`src/rtl/cpu_clk_gen.sv`:
```
// Programmable 6502 PHI0 generator: run-time divisor switched at period boundaries,
// stretchable high phase with forced release, and one-cycle edge-anticipation strobes.
module cpu_clk_gen #(
    parameter int CNT_WIDTH   = 16,
    parameter int DEFAULT_DIV = 8,
    parameter int MAX_STRETCH = 255
) (
    input  logic                 CLK_SRC,
    input  logic                 RST,
    input  logic [CNT_WIDTH-1:0] DIV_IN,
    input  logic                 DIV_LOAD,
    input  logic                 STRETCH,
    output logic                 PHI0,
    output logic                 PHI_RISE,
    output logic                 PHI_FALL,
    output logic [CNT_WIDTH-1:0] DIV_CUR,
    output logic                 STRETCHING,
    output logic                 STRETCH_TO
);

    localparam int SW = (MAX_STRETCH < 2) ? 1 : $clog2(MAX_STRETCH + 1);
    localparam logic [CNT_WIDTH-1:0] DIV_RST = CNT_WIDTH'(DEFAULT_DIV);
    localparam logic [CNT_WIDTH-1:0] ONE     = CNT_WIDTH'(1);
    localparam logic [CNT_WIDTH-1:0] TWO     = CNT_WIDTH'(2);
    localparam logic [SW-1:0]        SMAX    = SW'(MAX_STRETCH);

    logic [CNT_WIDTH-1:0] cnt_q, cnt_d;
    logic [CNT_WIDTH-1:0] div_cur_q, div_cur_d;
    logic [CNT_WIDTH-1:0] div_pend_q, div_pend_d;
    logic                 pend_q, pend_d;
    logic [SW-1:0]        scnt_q, scnt_d;
    logic                 phi_q, phi_d;
    logic                 rise_q, rise_d;
    logic                 fall_q, fall_d;
    logic                 stretching_q, stretching_d;
    logic                 sto_q, sto_d;

    logic [CNT_WIDTH-1:0] hi_s, hi_next_s;
    logic                 hi_end_s, wrap_s, hold_s, swap_s;

    // Next-state: counter, divisor hand-over, stretch bookkeeping and output strobes.
    always_comb begin
        hi_s      = div_cur_q >> 1;
        hi_end_s  = (cnt_q == hi_s - ONE);
        wrap_s    = (cnt_q == div_cur_q - ONE);
        hold_s    = hi_end_s && STRETCH && (scnt_q < SMAX);
        swap_s    = wrap_s && pend_q;

        cnt_d        = cnt_q;
        div_cur_d    = div_cur_q;
        div_pend_d   = div_pend_q;
        pend_d       = pend_q;
        scnt_d       = '0;
        stretching_d = hold_s;
        sto_d        = hi_end_s && STRETCH && !hold_s;

        if (hold_s) begin
            cnt_d  = cnt_q;
            scnt_d = scnt_q + SW'(1);
        end else if (wrap_s) begin
            cnt_d = '0;
        end else begin
            cnt_d = cnt_q + ONE;
        end

        if (swap_s) begin
            div_cur_d = div_pend_q;
        end else begin
            div_cur_d = div_cur_q;
        end

        // A load on the boundary edge wins over the clear so it lands one period later.
        if (DIV_LOAD) begin
            pend_d     = 1'b1;
            div_pend_d = (DIV_IN < TWO) ? TWO : DIV_IN;
        end else if (swap_s) begin
            pend_d = 1'b0;
        end else begin
            pend_d = pend_q;
        end

        hi_next_s = div_cur_d >> 1;
        phi_d     = (cnt_d < hi_next_s);
        rise_d    = (cnt_d == div_cur_d - ONE);
        fall_d    = (cnt_d == hi_next_s - ONE);
    end

    // State and output registers with synchronous reset.
    always_ff @(posedge CLK_SRC) begin
        if (RST) begin
            cnt_q        <= DIV_RST - ONE;
            div_cur_q    <= DIV_RST;
            div_pend_q   <= DIV_RST;
            pend_q       <= 1'b0;
            scnt_q       <= '0;
            phi_q        <= 1'b0;
            rise_q       <= 1'b0;
            fall_q       <= 1'b0;
            stretching_q <= 1'b0;
            sto_q        <= 1'b0;
        end else begin
            cnt_q        <= cnt_d;
            div_cur_q    <= div_cur_d;
            div_pend_q   <= div_pend_d;
            pend_q       <= pend_d;
            scnt_q       <= scnt_d;
            phi_q        <= phi_d;
            rise_q       <= rise_d;
            fall_q       <= fall_d;
            stretching_q <= stretching_d;
            sto_q        <= sto_d;
        end
    end

    assign PHI0       = phi_q;
    assign PHI_RISE   = rise_q;
    assign PHI_FALL   = fall_q;
    assign DIV_CUR    = div_cur_q;
    assign STRETCHING = stretching_q;
    assign STRETCH_TO = sto_q;

endmodule
```
`config.mk`:
```
export PLATFORM = sky130hd
export DESIGN_NAME = cpu_clk_gen
export DESIGN_NICKNAME = d
export VERILOG_FILES = /design/src/rtl/cpu_clk_gen.sv
export SDC_FILE = /design/constraint.sdc
export NUM_CORES = 1
export LEC_CHECK = 0
export ABC_AREA = 1
export CORE_UTILIZATION = 45
export DETAILED_ROUTE_END_ITERATION = 16
export HOLD_SLACK_MARGIN = 0.15
export PLACE_DENSITY = 0.75
export SLEW_MARGIN = 20
export SYNTH_ARGS = -nofsm -noshare
export SYNTH_HDL_FRONTEND = slang
export SYNTH_SLANG_ARGS = --single-unit
```
`constraint.sdc`:
```
create_clock -name CLK_SRC -period 4.5 [get_ports CLK_SRC]
set_input_delay 0.9 -clock CLK_SRC [delete_from_list [all_inputs] [get_ports CLK_SRC]]
set_output_delay 0.9 -clock CLK_SRC [all_outputs]
set_load 0.005 [all_outputs]
```
---- After elaboration in Yosys (flattened, before gate mapping) ----
Index checks and enable logic that the tools add are counted.
word-level totals
  word-level logic and storage cells ...... 37
  flip-flop bits (word level) ............. 62
  output and inout port bits .............. 21
operators by class
  eq/ne operators ......................... 4
  bitwise operators ....................... 1
  reductions and logical operators ........ 7
  $add $sub $neg .......................... 6
  magnitude comparators ................... 3
  multiplexer cells ....................... 6
operators by type and width
  operator                 count
  $eq A16 B16 Y1           4
  $mux W16                 4
  $sub A15 B1 Y16 const B  2
  $sub A16 B1 Y16 const B  2
  $add A16 B1 Y16 const B  1
  $lt A16 B15 Y1           1
  $lt A16 B2 Y1 const B    1
  $add A8 B1 Y8 const B    1
  $lt A8 B8 Y1 const B     1
  $logic_and A1 B1 Y1      4
  $mux W1                  2
  $reduce_bool A2 Y1       1
  $reduce_or A2 Y1         1
  $logic_not A1 Y1         1
  $not A1 Y1               1

---- Depth between registers and ports, before layout ----
Gate-level depths: netlist of the first run.
  depth after elaboration ................. 6
  gate-level depth with buffers ........... 30
  depth with buffers taken out ............ 30

---- Worst setup path after synthesis of the first run ----
Ideal clock, no wire load.
  path type ............................... reg-to-reg
  start point ............................. register div_cur_q[2], in the netlist DIV_CUR[2]
  end point ............................... register phi_q, in the netlist PHI0
  data required time ...................... 4385 ps
  arrival ................................. 3303 ps
  cell stages (with the launch flop) ...... 26
  setup slack ............................. 1083 ps
  cells stage by stage .................... dfxtp_1 > inv_1 > ha_1 > nand2_2 > inv_1 > nand2_1 > nand2_1 > nand2_1 > nand2_1 > nor2_1 > nand3_1 > nor2_4 > buf_4 > nand4_1 > nand2_2 > inv_1 > ha_1 > inv_1 > nor2_1 > o211ai_1 > a21oi_1 > a2111oi_0 > o21ai_0 > nand3_1 > nand2_1 > a2111oi_0
between the ends
  word-level cells in the longest chain between the ends .. 6
RTL lines
  what                              RTL line  RTL
  start, declared                   28        logic [CNT_WIDTH-1:0] div_cur_q, div_cur_d;
  start signal, assigned            103       div_cur_q <= div_cur_d;
  $sub A15 B1 Y16                   44        hi_end_s = (cnt_q == hi_s - ONE);
  $eq A16 B16 Y1                    44
  $logic_and A1 B1 Y1 (2 in a row)  46        hold_s = hi_end_s && STRETCH && (scnt_q < SMAX);
  $mux W16                          57        if (hold_s) begin
  $lt A16 B15 Y1 (*)                83        phi_d = (cnt_d < hi_next_s);
  end signal, assigned              107       phi_q <= phi_d;
  end, declared                     32        logic phi_q, phi_d;
Every way passes the cells marked *; elsewhere a longest branch is shown, timed or not.
A chain may end at the register's enable or synchronous reset.

---- Worst setup path after layout of the first run ----
  start point ............................. register div_cur_q[0], in the netlist DIV_CUR[0]
  end point ............................... register phi_q, in the netlist PHI0
between the ends
  word-level cells in the longest chain between the ends .. 5
RTL lines
  what                                             RTL line  RTL
  $sub A16 B1 Y16 (*)                              45        wrap_s = (cnt_q == div_cur_q - ONE);
  $eq A16 B16 Y1 (*)                               45
  $mux W16 or $logic_and A1 B1 Y1 (tied branches)  60, 47
  $mux W16 (on tied branches)                      57, 66
  $lt A16 B15 Y1 (*)                               83
Marks and branches as above.

==> impl_metrics.toml, run 1 <==
[run_status]
status = "finished clean"

[synthesis]
ys.flop_type = "dfxtp_1"
synth_top_area_share = 0.2140
yosysTopAreaCell = "dfxtp_1"
synth_seq_cells = 62
synth.top_cells.by_area = "dfxtp_1 (21%), nand2_1 (18%), nor2_1 (9.0%), xor2_1 (7.2%), nand3_1 (6.8%)"
ys_types = 38
syn_area_per_cell_um2 = 6.079
synth-edff-count = 0
netlist_instances = 954
seq_area_frac_synth = 0.2140
syn_nets = 995
ys_warn_count = 0
syn_area_um2 = 5799
ys_async_sr_fraction = 0

[place]
dp_hpwl_um = 13700
place_congestion = 0.9544
portBuffers = 40
dp_slack_ns = 0.04050

[worst_setup_path]
crit_arrival_ns = 4.46
path_max_fanout = 14
endpoint_kind = "register"
reg2reg_slack_ns = 0.25
required_ns = 4.71
worstSetupStartpointType = "register"
crit_type = "register to register"

[clock_tree]
cts_htree_levels = 3
cts_tree = "built"
cts-buffers-inserted = 9
hold_buffers = 0
clockBufferDepth = 2
clkTransAtPathRegs_ns = 0.06
cts_setup_buffers = 0
clk_latency_ns = 0.33
clock-root-buffer = "clkbuf_16"
cts_sinks = 62

[drt]
route.detailed.vias_per_inst = 5.173
drt_iter0_drc = 499
first_pass_iters = 5
wl_um = 17050
drtAntennaViolNets = 0
drc = 0
num_vias = 6052
avgRoutedWirePerCell_um = 14.58

[global_route]
grt_remaining_overflow = 0
grt_pass1_wl_um = 27900
antenna_found_initial = 0
track_usage = 0.2702
grt_max_degree = 34
grt_pass1_vias = 5822

[cells_and_area]
drive_gt1_frac = 0.1052
fill_cells = 1272
area_growth_pct = 14.80
final_net_count = 1034
antennaDiodeCount = 0

[pwr]
p_int_mw = 2.317
ir_drop_v = 0.0003345
power_density_nw_per_um2 = 775.0
p_sw_mw = 2.843
pwr-share-clk = 0.126
p_leak_nw = 3.322
swShare = 0.5510
power.share.combinational = 0.731
p_seq_frac = 0.142

[floorplan]
rows = 41
core_area_um2 = 12570
die_area_um2 = 13340
ioPinCount = 41
dieWidth_um = 115.5
die_y_um = 115.5
initial_core_util = 0.4614

[timing]
timing.final.crit_share = 0.9444
fin_hold_ws_ns = 0.4507
skew_ns = 0.01152
setup_tns_ns = 0
slew_headroom = 0.5063
worst_pin_slew_ns = 0.7327
slew_violations = 0
setup_viol = 0
setup_slack_ns = 0.2503
hold_viol = 0
min_period_ns = 4.250
rsz0062_at_grt = "yes"
max_freq_mhz = 235.3

[hold_path]
hp-class = "register to register"

[flow_run]
drv_cap = 0
==> worst paths after layout <==
path | end | depth (start not counted) | from
worst max-delay path | PHI0 | 22 | DIV_CUR[0]
worst min-delay path | scnt_q[0] | 1 | scnt_q[0]
worst max register to register | PHI0 | 22 | DIV_CUR[0]
worst min register to register | scnt_q[0] | 1 | scnt_q[0]
==> cells in the final DEF (no fill, tap or decap), types with 2 or more instances in the layout <==
master           instances
nor4_1                   6
nor3_1                  15
nand2_1                278
buf_4                   14
nor2_4                  14
clkinvlp_4               2
ha_1                    21
clkinv_1                 3
a21oi_1                 12
nor2_2                  13
o211ai_1                 2
or2_2                    3
a211oi_1                 2
o21ai_2                  4
nand3b_1                 6
inv_2                    8
dfxtp_1                 61
nand2_4                  5
nand4_1                 28
o21ai_0                 23
a21o_1                   2
clkbuf_16                9
clkdlybuf4s50_1         40
nor2_8                   2
xor2_1                  48
nand2_2                 24
xnor2_1                 22
clkinv_2                 2
inv_1                   95
nand3_1                 79
nor2_1                 139
o21ai_1                  5
==> per-stage QoR <==
| stage | power (mW) | util | instance area (µm²) | instances |
|---|---|---|---|---|
| after floorplan | 3.563 | - | 5799 | 954 |
| after global placement | 4.412 | 0.5075 | 6379 | 1154 |
| after detailed placement | 4.436 | 0.5075 | 6379 | 1154 |
| after CTS | 5.104 | 0.5295 | 6655 | 1170 |
| after global routing | 5.642 | 0.5297 | 6658 | 1170 |
| final | 5.160 | 0.5297 | 6658 | 1170 |
==> state kept, by name (all words and copies together), names as in the netlist <==
name,count
DIV_CUR,16
cnt_q,16
div_pend_q,16
scnt_q,8
PHI0,1
PHI_FALL,1
PHI_RISE,1
STRETCHING,1
STRETCH_TO,1
pend_q,1
==> layer usage <==
| layer | vias to the layer above | global-route usage | routed length, µm |
|---|---|---|---|
| met5 | - | 0 | 0 |
| met3 | 54 | 0.03870 | 919 |
| met4 | 0 | 0.1481 | 826 |
| met2 | 181 | 0.4427 | 7655 |
| li1 | 3106 | - | - |
| met1 | 2711 | 0.3423 | 7651 |
==> cells by family after synthesis <==
| group | Yosys count | synth area share |
|---|---|---|
| AO/OA/AOI/OAI | 53 | 0.05264 |
| XOR/XNOR | 70 | 0.1057 |
| adder cells (fa/ha/maj) | 21 | 0.04531 |
| buffers and inverters | 132 | 0.09299 |
| flip-flops | 62 | 0.2140 |
| AND/OR/NAND/NOR | 616 | 0.4893 |
==> critical path, cell delays in order (launching register included) <==
cell and delay, ns:
dfxtp_1 0.36, inv_1 0.11, ha_1 0.24, nand2_2 0.14
nor2_1 0.28, nand2_1 0.10, nand2_1 0.09, nand2_1 0.05
nor2_1 0.08, nand2_1 0.10, nor2_4 0.25, nand3_4 0.26
nand2_1 0.17, nand2_2 0.14, inv_1 0.19, ha_1 0.29
a21oi_1 0.17, a21oi_1 0.09, a2111oi_1 0.38, o21ai_0 0.15
nand3_1 0.09, nand2_1 0.05, a2111oi_0 0.35
==> what timing repair did <==
item,in CTS,in global routing
setup endpoints to repair,0,3
hold endpoints to repair,0,0
resized for setup,0,3
==> power by group through the flow <==
stage | combinational [mW] | sequential (mW) | clock [mW]
after detailed placement | 3.69 | 0.743 | 0
after CTS | 3.72 | 0.732 | 0.654
after global routing | 4.22 | 0.746 | 0.678
after global placement | 3.67 | 0.743 | 0
final | 3.77 | 0.735 | 0.651
after floorplan | 2.88 | 0.688 | 0
==> cells in the mapped netlist, drive strengths merged (15+ instances only) <==
cell type	count
inv	103
nand2	307
dfxtp	62
xnor2	22
nand4	28
xor2	48
nor3	15
o21ai	32
nand3	81
nor2	168
ha	21
clkbuf	15
==> layout make-up <==
class / instances / area (µm²) / area share
tap: 172 / 215.2 / 0.03232
multi-input combinational: 760 / 4020 / 0.6038
clock buffer: 11 / 242.7 / 0.03646
sequential: 62 / 1242 / 0.1866
clock inverter: 5 / 33.78 / 0.005074
inverter: 106 / 397.9 / 0.05976
timing repair buffer: 54 / 505.5 / 0.07593
(Power assumes the default switching activity.)
==> run 2: changes to the inputs <==
==> constraint.sdc (replaced) <==
create_clock -name CLK_SRC -period 4.5 [get_ports CLK_SRC]
set_input_delay 0.9 -clock CLK_SRC [delete_from_list [all_inputs] [get_ports CLK_SRC]]
set_output_delay 0.9 -clock CLK_SRC [all_outputs]
set_load 0.1 [all_outputs]
==> results of run 2 <==
The final DEF is identical to that of run 1. Status: finished clean.
Among the figures that moved: total power 5.160 mW -> 5.386 mW; worst IR drop on VDD 0.0003345 V -> 0.0003448 V
